### config.mk
export PLATFORM = sky130hd
export DESIGN_NAME = branch_predict_unit
export DESIGN_NICKNAME = d
export VERILOG_FILES = /design/src/rtl/branch_predict_unit.sv
export SDC_FILE = /design/constraint.sdc
export NUM_CORES = 2
export LEC_CHECK = 0
export ABC_AREA = 1
export BUFFER_PORTS_ARGS = -buffer_cell sky130_fd_sc_hd__clkbuf_2
export CAP_MARGIN = 20
export CELL_PAD_IN_SITES_DETAIL_PLACEMENT = 2
export CELL_PAD_IN_SITES_GLOBAL_PLACEMENT = 2
export CORE_ASPECT_RATIO = 1.75
export CORE_UTILIZATION = 25
export DETAILED_ROUTE_END_ITERATION = 10
export GPL_TIMING_DRIVEN = 0
export PLACE_DENSITY_LB_ADDON = 0.25
export SLEW_MARGIN = 0
export SYNTH_ARGS = -nofsm -noshare
export SYNTH_HDL_FRONTEND = slang
export SYNTH_SLANG_ARGS = --single-unit
### constraint.sdc
create_clock -name clk -period 8.4 [get_ports clk]
set_input_delay 1.68 -clock clk [delete_from_list [all_inputs] [get_ports clk]]
set_output_delay 1.68 -clock clk [all_outputs]
set_load 0.005 [all_outputs]
### src/rtl/branch_predict_unit.sv
// rtl/branch_predict_unit.sv - BTB/BHT branch predictor with EX-side resolution; optional RAS via BPU_RAS_EN
module branch_predict_unit #(
    parameter int XLEN        = 32,
    parameter int BHT_ENTRIES = 64,
    parameter int BTB_ENTRIES = 16,
    parameter int CNT_W       = 2,
    parameter int RAS_DEPTH   = 4
) (
    input  logic            clk,
    input  logic            rst,
    input  logic [XLEN-1:0] if_pc_i,
    output logic            pred_taken_o,
    output logic [XLEN-1:0] pred_target_o,
    input  logic            ex_valid_i,
    input  logic            ex_stall_i,
    input  logic [6:0]      ex_opcode_i,
    input  logic [2:0]      ex_func3_i,
    input  logic [4:0]      ex_rd_i,
    input  logic [4:0]      ex_rs1_i,
    input  logic [XLEN-1:0] ex_pc_i,
    input  logic [XLEN-1:0] ex_ra_i,
    input  logic [XLEN-1:0] ex_rb_i,
    input  logic [XLEN-1:0] ex_imm_i,
    input  logic            ex_pred_taken_i,
    input  logic [XLEN-1:0] ex_pred_target_i,
    output logic            jump_o,
    output logic            redirect_o,
    output logic [XLEN-1:0] redirect_pc_o,
    output logic            flush_o
);
    localparam int BHT_IW = $clog2(BHT_ENTRIES);
    localparam int BTB_IW = $clog2(BTB_ENTRIES);
    localparam int TAG_W  = XLEN - BTB_IW - 2;
    localparam logic [6:0] OP_JAL    = 7'b1101111;
    localparam logic [6:0] OP_JALR   = 7'b1100111;
    localparam logic [6:0] OP_BRANCH = 7'b1100011;
    localparam logic [XLEN-1:0] PC_INC = XLEN'(4);
    localparam logic [CNT_W-1:0] CNT_INIT = CNT_W'((1 << (CNT_W - 1)) - 1);
    localparam logic [CNT_W-1:0] CNT_MAX  = '1;

    typedef enum logic [1:0] {
        T_BRANCH = 2'b00,
        T_JUMP   = 2'b01,
        T_RET    = 2'b10
    } btb_type_e;

    logic             btb_valid_q  [BTB_ENTRIES];
    logic [TAG_W-1:0] btb_tag_q    [BTB_ENTRIES];
    logic [XLEN-1:0]  btb_target_q [BTB_ENTRIES];
    btb_type_e        btb_type_q   [BTB_ENTRIES];
    logic [CNT_W-1:0] bht_q        [BHT_ENTRIES];
    logic             flush_q, flush_d;

    logic [BTB_IW-1:0] if_btb_idx, ex_btb_idx;
    logic [BHT_IW-1:0] if_bht_idx, ex_bht_idx;
    logic [TAG_W-1:0]  if_tag, ex_tag;
    logic              if_hit, if_taken;
    logic [XLEN-1:0]   if_target;

    logic              is_jal, is_jalr, is_br, br_ok, br_taken;
    logic              ex_ctrl, actual_taken, mispredict, train;
    logic              link_rd, link_rs1;
    logic [XLEN-1:0]   ex_target;
    btb_type_e         ex_type;
    logic [CNT_W-1:0]  bht_cnt_d;

`ifdef BPU_RAS_EN
    localparam int RAS_PW = $clog2(RAS_DEPTH);
    localparam logic [RAS_PW:0] RAS_FULL = (RAS_PW + 1)'(RAS_DEPTH);

    // ras_ptr_q is the next free slot; the top of stack sits just below it
    logic [XLEN-1:0]   ras_q [RAS_DEPTH];
    logic [RAS_PW-1:0] ras_ptr_q, ras_ptr_d, ras_wr_idx, ras_top_idx;
    logic [RAS_PW:0]   ras_cnt_q, ras_cnt_d;
    logic              ras_push, ras_pop, ras_we;
`endif

    assign if_btb_idx = if_pc_i[BTB_IW+1:2];
    assign if_bht_idx = if_pc_i[BHT_IW+1:2];
    assign if_tag     = if_pc_i[XLEN-1:BTB_IW+2];
    assign ex_btb_idx = ex_pc_i[BTB_IW+1:2];
    assign ex_bht_idx = ex_pc_i[BHT_IW+1:2];
    assign ex_tag     = ex_pc_i[XLEN-1:BTB_IW+2];

    // IF lookup reads only the registered tables, so a same-cycle update is not visible here
    always_comb begin
        if_hit    = btb_valid_q[if_btb_idx] && (btb_tag_q[if_btb_idx] == if_tag);
        if_taken  = if_hit && ((btb_type_q[if_btb_idx] != T_BRANCH) || bht_q[if_bht_idx][CNT_W-1]);
        if_target = btb_target_q[if_btb_idx];
`ifdef BPU_RAS_EN
        ras_top_idx = ras_ptr_q - 1'b1;
        if ((btb_type_q[if_btb_idx] == T_RET) && (ras_cnt_q != '0)) begin
            if_target = ras_q[ras_top_idx];
        end
`endif
        pred_taken_o  = if_taken;
        pred_target_o = if_taken ? if_target : if_pc_i + PC_INC;
    end

    always_comb begin
        is_jal   = (ex_opcode_i == OP_JAL);
        is_jalr  = (ex_opcode_i == OP_JALR);
        is_br    = (ex_opcode_i == OP_BRANCH);
        br_ok    = 1'b1;
        br_taken = 1'b0;
        case (ex_func3_i)
            3'b000:  br_taken = (ex_ra_i == ex_rb_i);
            3'b001:  br_taken = (ex_ra_i != ex_rb_i);
            3'b100:  br_taken = ($signed(ex_ra_i) <  $signed(ex_rb_i));
            3'b101:  br_taken = ($signed(ex_ra_i) >= $signed(ex_rb_i));
            3'b110:  br_taken = (ex_ra_i <  ex_rb_i);
            3'b111:  br_taken = (ex_ra_i >= ex_rb_i);
            default: br_ok    = 1'b0;
        endcase

        ex_ctrl      = ex_valid_i && (is_jal || is_jalr || (is_br && br_ok));
        actual_taken = ex_valid_i && (is_jal || is_jalr || (is_br && br_ok && br_taken));
        if (is_jalr) begin
            ex_target = (ex_ra_i + ex_imm_i) & ~XLEN'(1);
        end else begin
            ex_target = ex_pc_i + ex_imm_i;
        end

        mispredict = (actual_taken != ex_pred_taken_i) ||
                     (actual_taken && (ex_target != ex_pred_target_i));
        redirect_o = ex_valid_i && !ex_stall_i && mispredict;
        if (redirect_o) begin
            redirect_pc_o = actual_taken ? ex_target : ex_pc_i + PC_INC;
        end else begin
            redirect_pc_o = '0;
        end
        jump_o  = ex_valid_i && (is_jal || is_jalr);
        flush_d = redirect_o;
        train   = ex_ctrl && !ex_stall_i;

        link_rd  = (ex_rd_i == 5'd1) || (ex_rd_i == 5'd5);
        link_rs1 = (ex_rs1_i == 5'd1) || (ex_rs1_i == 5'd5);
        if (is_jalr && link_rs1 && !link_rd) begin
            ex_type = T_RET;
        end else if (is_jal || is_jalr) begin
            ex_type = T_JUMP;
        end else begin
            ex_type = T_BRANCH;
        end

        bht_cnt_d = bht_q[ex_bht_idx];
        if (actual_taken) begin
            if (bht_cnt_d != CNT_MAX) bht_cnt_d = bht_cnt_d + 1'b1;
        end else begin
            if (bht_cnt_d != '0) bht_cnt_d = bht_cnt_d - 1'b1;
        end
    end

    always_ff @(posedge clk or posedge rst) begin
        if (rst) begin
            flush_q <= 1'b0;
            for (int i = 0; i < BTB_ENTRIES; i++) btb_valid_q[i] <= 1'b0;
            for (int i = 0; i < BHT_ENTRIES; i++) bht_q[i] <= CNT_INIT;
        end else begin
            flush_q <= flush_d;
            if (train) begin
                bht_q[ex_bht_idx] <= bht_cnt_d;
                if (actual_taken) btb_valid_q[ex_btb_idx] <= 1'b1;
            end
        end
    end

    // Entry payload needs no reset: it is qualified by btb_valid_q
    always_ff @(posedge clk) begin
        if (train && actual_taken) begin
            btb_tag_q[ex_btb_idx]    <= ex_tag;
            btb_target_q[ex_btb_idx] <= ex_target;
            btb_type_q[ex_btb_idx]   <= ex_type;
        end
    end

    assign flush_o = flush_q;

`ifdef BPU_RAS_EN
    // A call whose rs1 is the other link register is a coroutine swap: pop, then push
    always_comb begin
        ras_push   = (is_jal || is_jalr) && link_rd;
        ras_pop    = is_jalr && link_rs1 && (!link_rd || (ex_rd_i != ex_rs1_i));
        ras_ptr_d  = ras_ptr_q;
        ras_cnt_d  = ras_cnt_q;
        ras_we     = 1'b0;
        ras_wr_idx = ras_ptr_q;
        if (train) begin
            if (ras_pop && (ras_cnt_q != '0)) begin
                ras_ptr_d = ras_ptr_q - 1'b1;
                ras_cnt_d = ras_cnt_q - 1'b1;
            end
            if (ras_push) begin
                ras_we     = 1'b1;
                ras_wr_idx = ras_ptr_d;
                ras_ptr_d  = ras_ptr_d + 1'b1;
                if (ras_cnt_d != RAS_FULL) ras_cnt_d = ras_cnt_d + 1'b1;
            end
        end
    end

    always_ff @(posedge clk or posedge rst) begin
        if (rst) begin
            ras_ptr_q <= '0;
            ras_cnt_q <= '0;
        end else begin
            ras_ptr_q <= ras_ptr_d;
            ras_cnt_q <= ras_cnt_d;
        end
    end

    always_ff @(posedge clk) begin
        if (ras_we) ras_q[ras_wr_idx] <= ex_pc_i + PC_INC;
    end
`endif

endmodule

After elaboration in Yosys (flattened, before gate mapping)
Memories as Yosys holds them, arrays and structs flattened.
Cells that the tools add are included.
{"block": "totals", "regBits": 145, "ramBits": 960, "inputBits": 217, "n_memories": 3}
{"block": "op_classes", "addsub": 6, "order_cmp": 10, "eq_ne": 18, "n_mux": 27, "bitwise_logic": 5, "n_reduce_logical": 30}
{"name": "btb_target_q", "words": 16, "width": 32, "rd": 1, "rd_ports_with_merged_regs": 0, "write_ports": 1, "line_no": "49", "text": "logic [XLEN-1:0] btb_target_q [BTB_ENTRIES];"}
{"name": "btb_tag_q", "words": 16, "width": 26, "rd": 1, "rd_ports_with_merged_regs": 0, "write_ports": 1, "line_no": "48", "text": "logic [TAG_W-1:0] btb_tag_q [BTB_ENTRIES];"}
{"name": "btb_type_q", "words": 16, "width": 2, "rd": 1, "rd_ports_with_merged_regs": 0, "write_ports": 1, "line_no": "50", "text": "btb_type_e btb_type_q [BTB_ENTRIES];"}
{"operator": "bitwise mux 128 bit", "n": 1}
{"operator": "two-way mux 32 bit", "n": 4}
{"operator": "adder 32 x 3 -> 32 bit (second input constant)", "n": 2}
{"operator": "adder 32 bit", "n": 2}
{"operator": ">= comparator 32 bit", "n": 2}
{"operator": "less-than comparator 32 bit", "n": 2}
{"operator": "!= test 32 bit", "n": 2}
{"operator": "== test 32 bit", "n": 1}
{"operator": "== test 26 bit", "n": 1}
{"operator": "binary-select mux 2 bit (select 6 bit)", "n": 2}
{"operator": "== test 7 bit (second input constant)", "n": 3}
{"operator": "two-way mux 2 bit", "n": 9}
{"operator": "logical AND 1 bit", "n": 16}
{"operator": "OR 16 bit", "n": 1}
{"operator": ">= comparator 7 bit (second input constant)", "n": 2}
{"operator": "NOT 6 -> 7 bit", "n": 2}
{"operator": "demux 2 bit (select 6 bit)", "n": 1}
{"operator": "== test 3 bit (second input constant)", "n": 4}
{"operator": "== test 5 x 1 -> 1 bit (second input constant)", "n": 2}
{"operator": "== test 5 x 3 -> 1 bit (second input constant)", "n": 2}
{"operator": ">= comparator 5 bit (second input constant)", "n": 2}
{"operator": "NOT 4 -> 5 bit", "n": 2}
{"operator": "logical OR 1 bit", "n": 7}
{"operator": "less-than comparator 7 x 1 -> 1 bit (second input constant)", "n": 1}
{"operator": "15 further kinds", "n": 23}

Longest topological paths before layout
{"block": "depth", "depth_word": 11, "depth_mapped": 23, "mapped_depth_nobuf": 22}

Worst setup path before layout
OpenSTA, ideal clock, no wires.
{"block": "synth_timing", "path_kind": "input-to-reg", "from": "input port ex_rb_i[31]", "to": "memory btb_tag_q[13][0] (netlist bit), enable pin", "setup_time_ps": 478, "t_arrival_ps": 5819, "required_ps": 7922, "slack_ps": 2103, "cell_stages": 14, "cell_sequence": "inv_1 -> ha_1 -> nand2_1 -> nor2_1 -> nand4_1 -> nor2_1 -> nand2_1 -> nand2_1 -> nand2_1 -> nand3_1 -> nand2_1 -> a31oi_1 -> nand2_1 -> nor2_1"}
{"block": "synth_via", "elab_chain_cells": 8, "elab_cells_between_ends": 13, "classes_between": "order compare: 4; eq/ne: 2; mux: 3; reduce/logical: 4"}
{"item": "from (decl)", "line_no": "22", "text": "input logic [XLEN-1:0] ex_rb_i,"}
{"item": ">= comparator 32 bit, or another cell as far along", "line_no": "112", "text": "3'b111: br_taken = (ex_ra_i >= ex_rb_i);"}
{"item": "one-hot mux 1 bit (6 select lines) (*)", "line_no": "106", "text": "case (ex_func3_i)"}
{"item": "logical AND 1 bit (*)", "line_no": "117", "text": "actual_taken = ex_valid_i && (is_jal || is_jalr || (is_br && br_ok && br_taken));"}
{"item": "logical OR 1 bit (*)", "line_no": "117"}
{"item": "logical AND 1 bit (*)", "line_no": "117"}
{"item": "logical AND 1 bit (*)", "line_no": "170", "text": "if (train && actual_taken) begin"}
{"item": "two-way mux 1 bit (*)", "line_no": "170"}
{"item": "two-way mux 1 bit (implied by the code) (*)", "line_no": "171", "text": "btb_tag_q[ex_btb_idx] <= ex_tag;"}
{"item": "to (decl)", "line_no": "48"}
Mark *: on every way between the ends. The rest lies on a longest branch, timed or not.

Final worst setup path
{"block": "layout_timing", "from": "input port ex_pc_i[13]", "to": "output port redirect_pc_o[8]"}
{"block": "layout_via", "elab_chain_cells": 7}
{"item": "from (decl)", "line_no": "20", "text": "input logic [XLEN-1:0] ex_pc_i,"}
{"item": "adder 32 bit", "line_no": "121", "text": "ex_target = ex_pc_i + ex_imm_i;"}
{"item": "two-way mux 32 bit", "line_no": "118", "text": "if (is_jalr) begin"}
{"item": "named net ex_target[14]", "line_no": "63", "text": "logic [XLEN-1:0] ex_target;"}
{"item": "!= test 32 bit", "line_no": "125", "text": "(actual_taken && (ex_target != ex_pred_target_i));"}
{"item": "logical AND 1 bit", "line_no": "125"}
{"item": "logical OR 1 bit", "line_no": "124", "text": "mispredict = (actual_taken != ex_pred_taken_i) ||"}
{"item": "logical AND 1 bit", "line_no": "126", "text": "redirect_o = ex_valid_i && !ex_stall_i && mispredict;"}
{"item": "two-way mux 32 bit", "line_no": "127", "text": "if (redirect_o) begin"}
{"item": "to (decl)", "line_no": "28", "text": "output logic [XLEN-1:0] redirect_pc_o,"}
The timed path passes the listed nets, and every way through them passes these cells.

==> summary.md <==
| Metric | Value |
|---|---|
| Largest net degree at the start of global routing | 90 |
| Total gr overflow | 0 |
| Sequential element share of the synthesized area | 0.6019 |
| Max_cap viols | 0 |
| Wire length per cell | 30.09 um |
| Commonest non-fill, non-tap cell in the layout | nand2_1 |
| Final setup viols | 0 |
| Peak supply drop | between 0.00015 and 0.0002 V |
| RSZ-0062 raised after global routing | false |
| Fin cells | between 8,000 and 9,000 |
| Most frequent cells in the layout | nand2_1 (1,128), edfxtp_1 (960), nor2_1 (732) |
| Routed Antenna Nets | 0 |
| Post-CTS setup buffer count | 0 |
| Fmax | 122.7 MHz |
| Net count after synthesis | slightly below 6,000 |
| Starting Density | 0.2517 |
| Leak | between 20 and 25 nW |
| Clk sinks | 1,105 |
| Final hold vios | 0 |
| Relative slew slack | 0.009956 |
| Drt total wl | 268.4 mm |
| Die width | between 300 and 400 um |
| Nets | 6,310 |
| Yosys reg bits | approximately 1,100 |
| Ratio of cells with drive above 1 in the final layout | 0.1293 |
| Syn_area_per_cell | between 9 and 10 um^2 |
| Die Y | 617.1 um |
| Syn-to-layout area delta | 17.99% |
| CP max FO | 22 |
| Pwr/cell area | approximately 200 mW/mm^2 |
| Critical path class | primary input to output pin |
| Number of I/O pins | between 200 and 300 |
| Slew at the pin closest to its max-slew limit | approximately 1.5 ns |
| Via count | 45,670 |
| Period utilization | 0.9704 |
| Vias in the first global route | 50,600 |
| Clock Pin Slew Worst Setup and Hold Paths | around 0.060 ns |
| Clock Path Buffers | 3 |
| Worst setup EP type | output pin |
| Total power | about 13 mW |
| Antenna violations before repair | 13 |
| Post-DP HPWL | approximately 210 mm |
| I/O Buffers | 281 |
| H-tree levels | 3 |
| Initial DRC Count | 2,752 |
| Core area | 0.2148 mm^2 |
| Worst endpoint required time | roughly 6.7 ns |
| Startpoint Class | primary input |
| FP Rows | about 230 |
| Cts bufs inserted | 103 |
| EDFF count, synth | 960 |
| CTS tree | yes |
| Die footprint | around 0.22 mm^2 |
| Slew Viols, Final | 0 |
| Share of the core filled with cells | 0.2969 |
| Ys flop type | edfxtp_1 |
| Run status | complete, no violations |
| Iteration count of the initial detailed-routing pass | 5 |
| Crit path time final | 8.152 ns |
| Total Neg Setup Slack | 0 ns |
| Unique masters post-synth | 63 |
| Placed insts | approximately 8,700 |
| Total GRT Usage | 0.2418 |
| Via/cell ratio | around 5 |
| DRC viols | 0 |
| Skew final | approximately 0.02 ns |
| Clock Latency Late Sink | 0.72 ns |
| Synth warnings | 0 |
| Mapped Area | approximately 0.054 mm^2 |
| Async SR Flop Fraction | 0.1312 |
| Cell count after synthesis | 5,541 |
| Arrival time at the worst endpoint | around 6.5 ns |
| Root Driver | clkbuf_16 |
| Worst hold path class | register to register |
| WHS | about 0.47 ns |
| Global-route wire length before repair | ~380 mm |
| GP Congestion | around 0.86 |
==> logic make-up (layout without fill, tap and decap cells) <==
group	Yosys count	in the layout	share of synthesized area
and+or+nand+nor	2426	2426	0.1876
AOI/OAI and AO/OA	1134	1134	0.1215
DFF	1105	1105	0.6019
buffers and inverters	723	1260	0.05698
adders and majority gates	100	100	0.02342
xor gates and xnor gates	53	53	0.008587
other	0	5	0
==> worst max-delay path, stage by stage <==
cell,delay (ns)
clkbuf_2,0.50
ha_2,0.67
nand2_1,0.09
o21ai_0,0.39
nor2_1,0.13
nand2_1,0.28
nand2_1,0.09
nand3_1,0.13
nand2_2,0.35
nand2_1,0.18
nand2_1,0.06
inv_1,0.05
nand3_1,0.18
nor2_1,0.35
nand3_1,0.12
nor2_1,0.11
nand2_1,0.08
nand2_2,0.30
buf_4,0.33
nor2_1,0.17
clkbuf_2,0.14
==> metal layers <==
layer / vias up / part of all wire / routed length, um / GRT usage
met3: 467 / 0.032 / 8459 / 0.02201
met1: 23780 / 0.37 / 98240 / 0.2544
met2: 1161 / 0.54 / 146100 / 0.4687
met5: - / 0.00013 / 35 / 0
li1: 20260 / - / - / -
met4: 6 / 0.058 / 15590 / 0.1270
==> cell type report <==
cell class	count	area, um^2
repair buffers	347	2644
inverters	461	1738
well taps	2837	3550
fillers	23870	151000
clock inverters	77	752.0
diodes	5	12.51
clock buffers	113	2615
flip-flops and latches	1105	32540
multi-input cells	3713	18580
plain buffers	262	1351
==> power breakdown <==
group	leakage [nW]	switching (mW)	internal [mW]
Combinational	12.3	1.36	0.408
Clock	1.64	2.26	2.63
Sequential	10.1	0.00206	6.07
Total	24.1	3.62	9.11
==> Yosys cell counts (10+ instances only) <==
cell type     n  area, um^2
a21oi_1     119       595.6
a221oi_1     22       192.7
a22oi_1      14       105.1
a32o_1       11       110.1
buf_2        81       405.4
buf_4        18       135.1
buf_6        26       292.8
clkbuf_1    126       473.0
dfrtp_1      81        2027
dfstp_2      64        1682
edfxtp_1    960       28830
ha_1         98        1226
inv_1       449        1685
inv_2        12       45.04
nand2_1    1133        4253
nand3_1     285        1426
nand3b_1     26       195.2
nand4_1      65       406.6
nor2_1      751        2819
nor3_1      106       530.5
o211ai_1     63       473.0
o21ai_0     612        3063
o21ai_1      33       165.2
o21bai_1     10       75.07
o221ai_1     51       446.7
o22ai_1     157       982.2
or2_2        11       68.82
xnor2_1      14       122.6
xor2_1       39       341.6
==> timing repair <==
action | in CTS | in global routing
hold buffers | 0 | 0
gates resized for setup | 7 | 4
setup endpoints to repair | 33 | 5
==> state kept, by name (all words and copies together) (netlist names) <==
register	count
btb_target_q	512
flush_o	1
btb_tag_q	416
btb_type_q	32
btb_valid_q	16
bht_q	128
==> path summary, 6_finish.rpt <==
check | startpoint | end | slack [ns] | cells past startpoint
max | ex_pc_i[13] | redirect_pc_o[8] | 0.25 | 21
min | btb_valid_q[3] | btb_valid_q[3] | 0.47 | 1
max reg2reg | bht_q[41] | bht_q[33] | 5.83 | 11
min reg2reg | btb_valid_q[3] | btb_valid_q[3] | 0.47 | 1
max in group asynchronous | rst | bht_q[6] | 6.56 | 3
min in group asynchronous | rst | bht_q[49] | 1.00 | 2
==> metrics by stage <==
stage / cell area (um^2) / setup slack, ns
2_1_floorplan: 54060 / 2.103
3_3_place_gp: 59010 / -3.655
3_5_place_dp: 60350 / -0.6591
4_1_cts: 63730 / 0.03635
5_1_grt: 63770 / 0.009504
6_report: 63780 / 0.2484
Power figures use the tool's default switching activity.
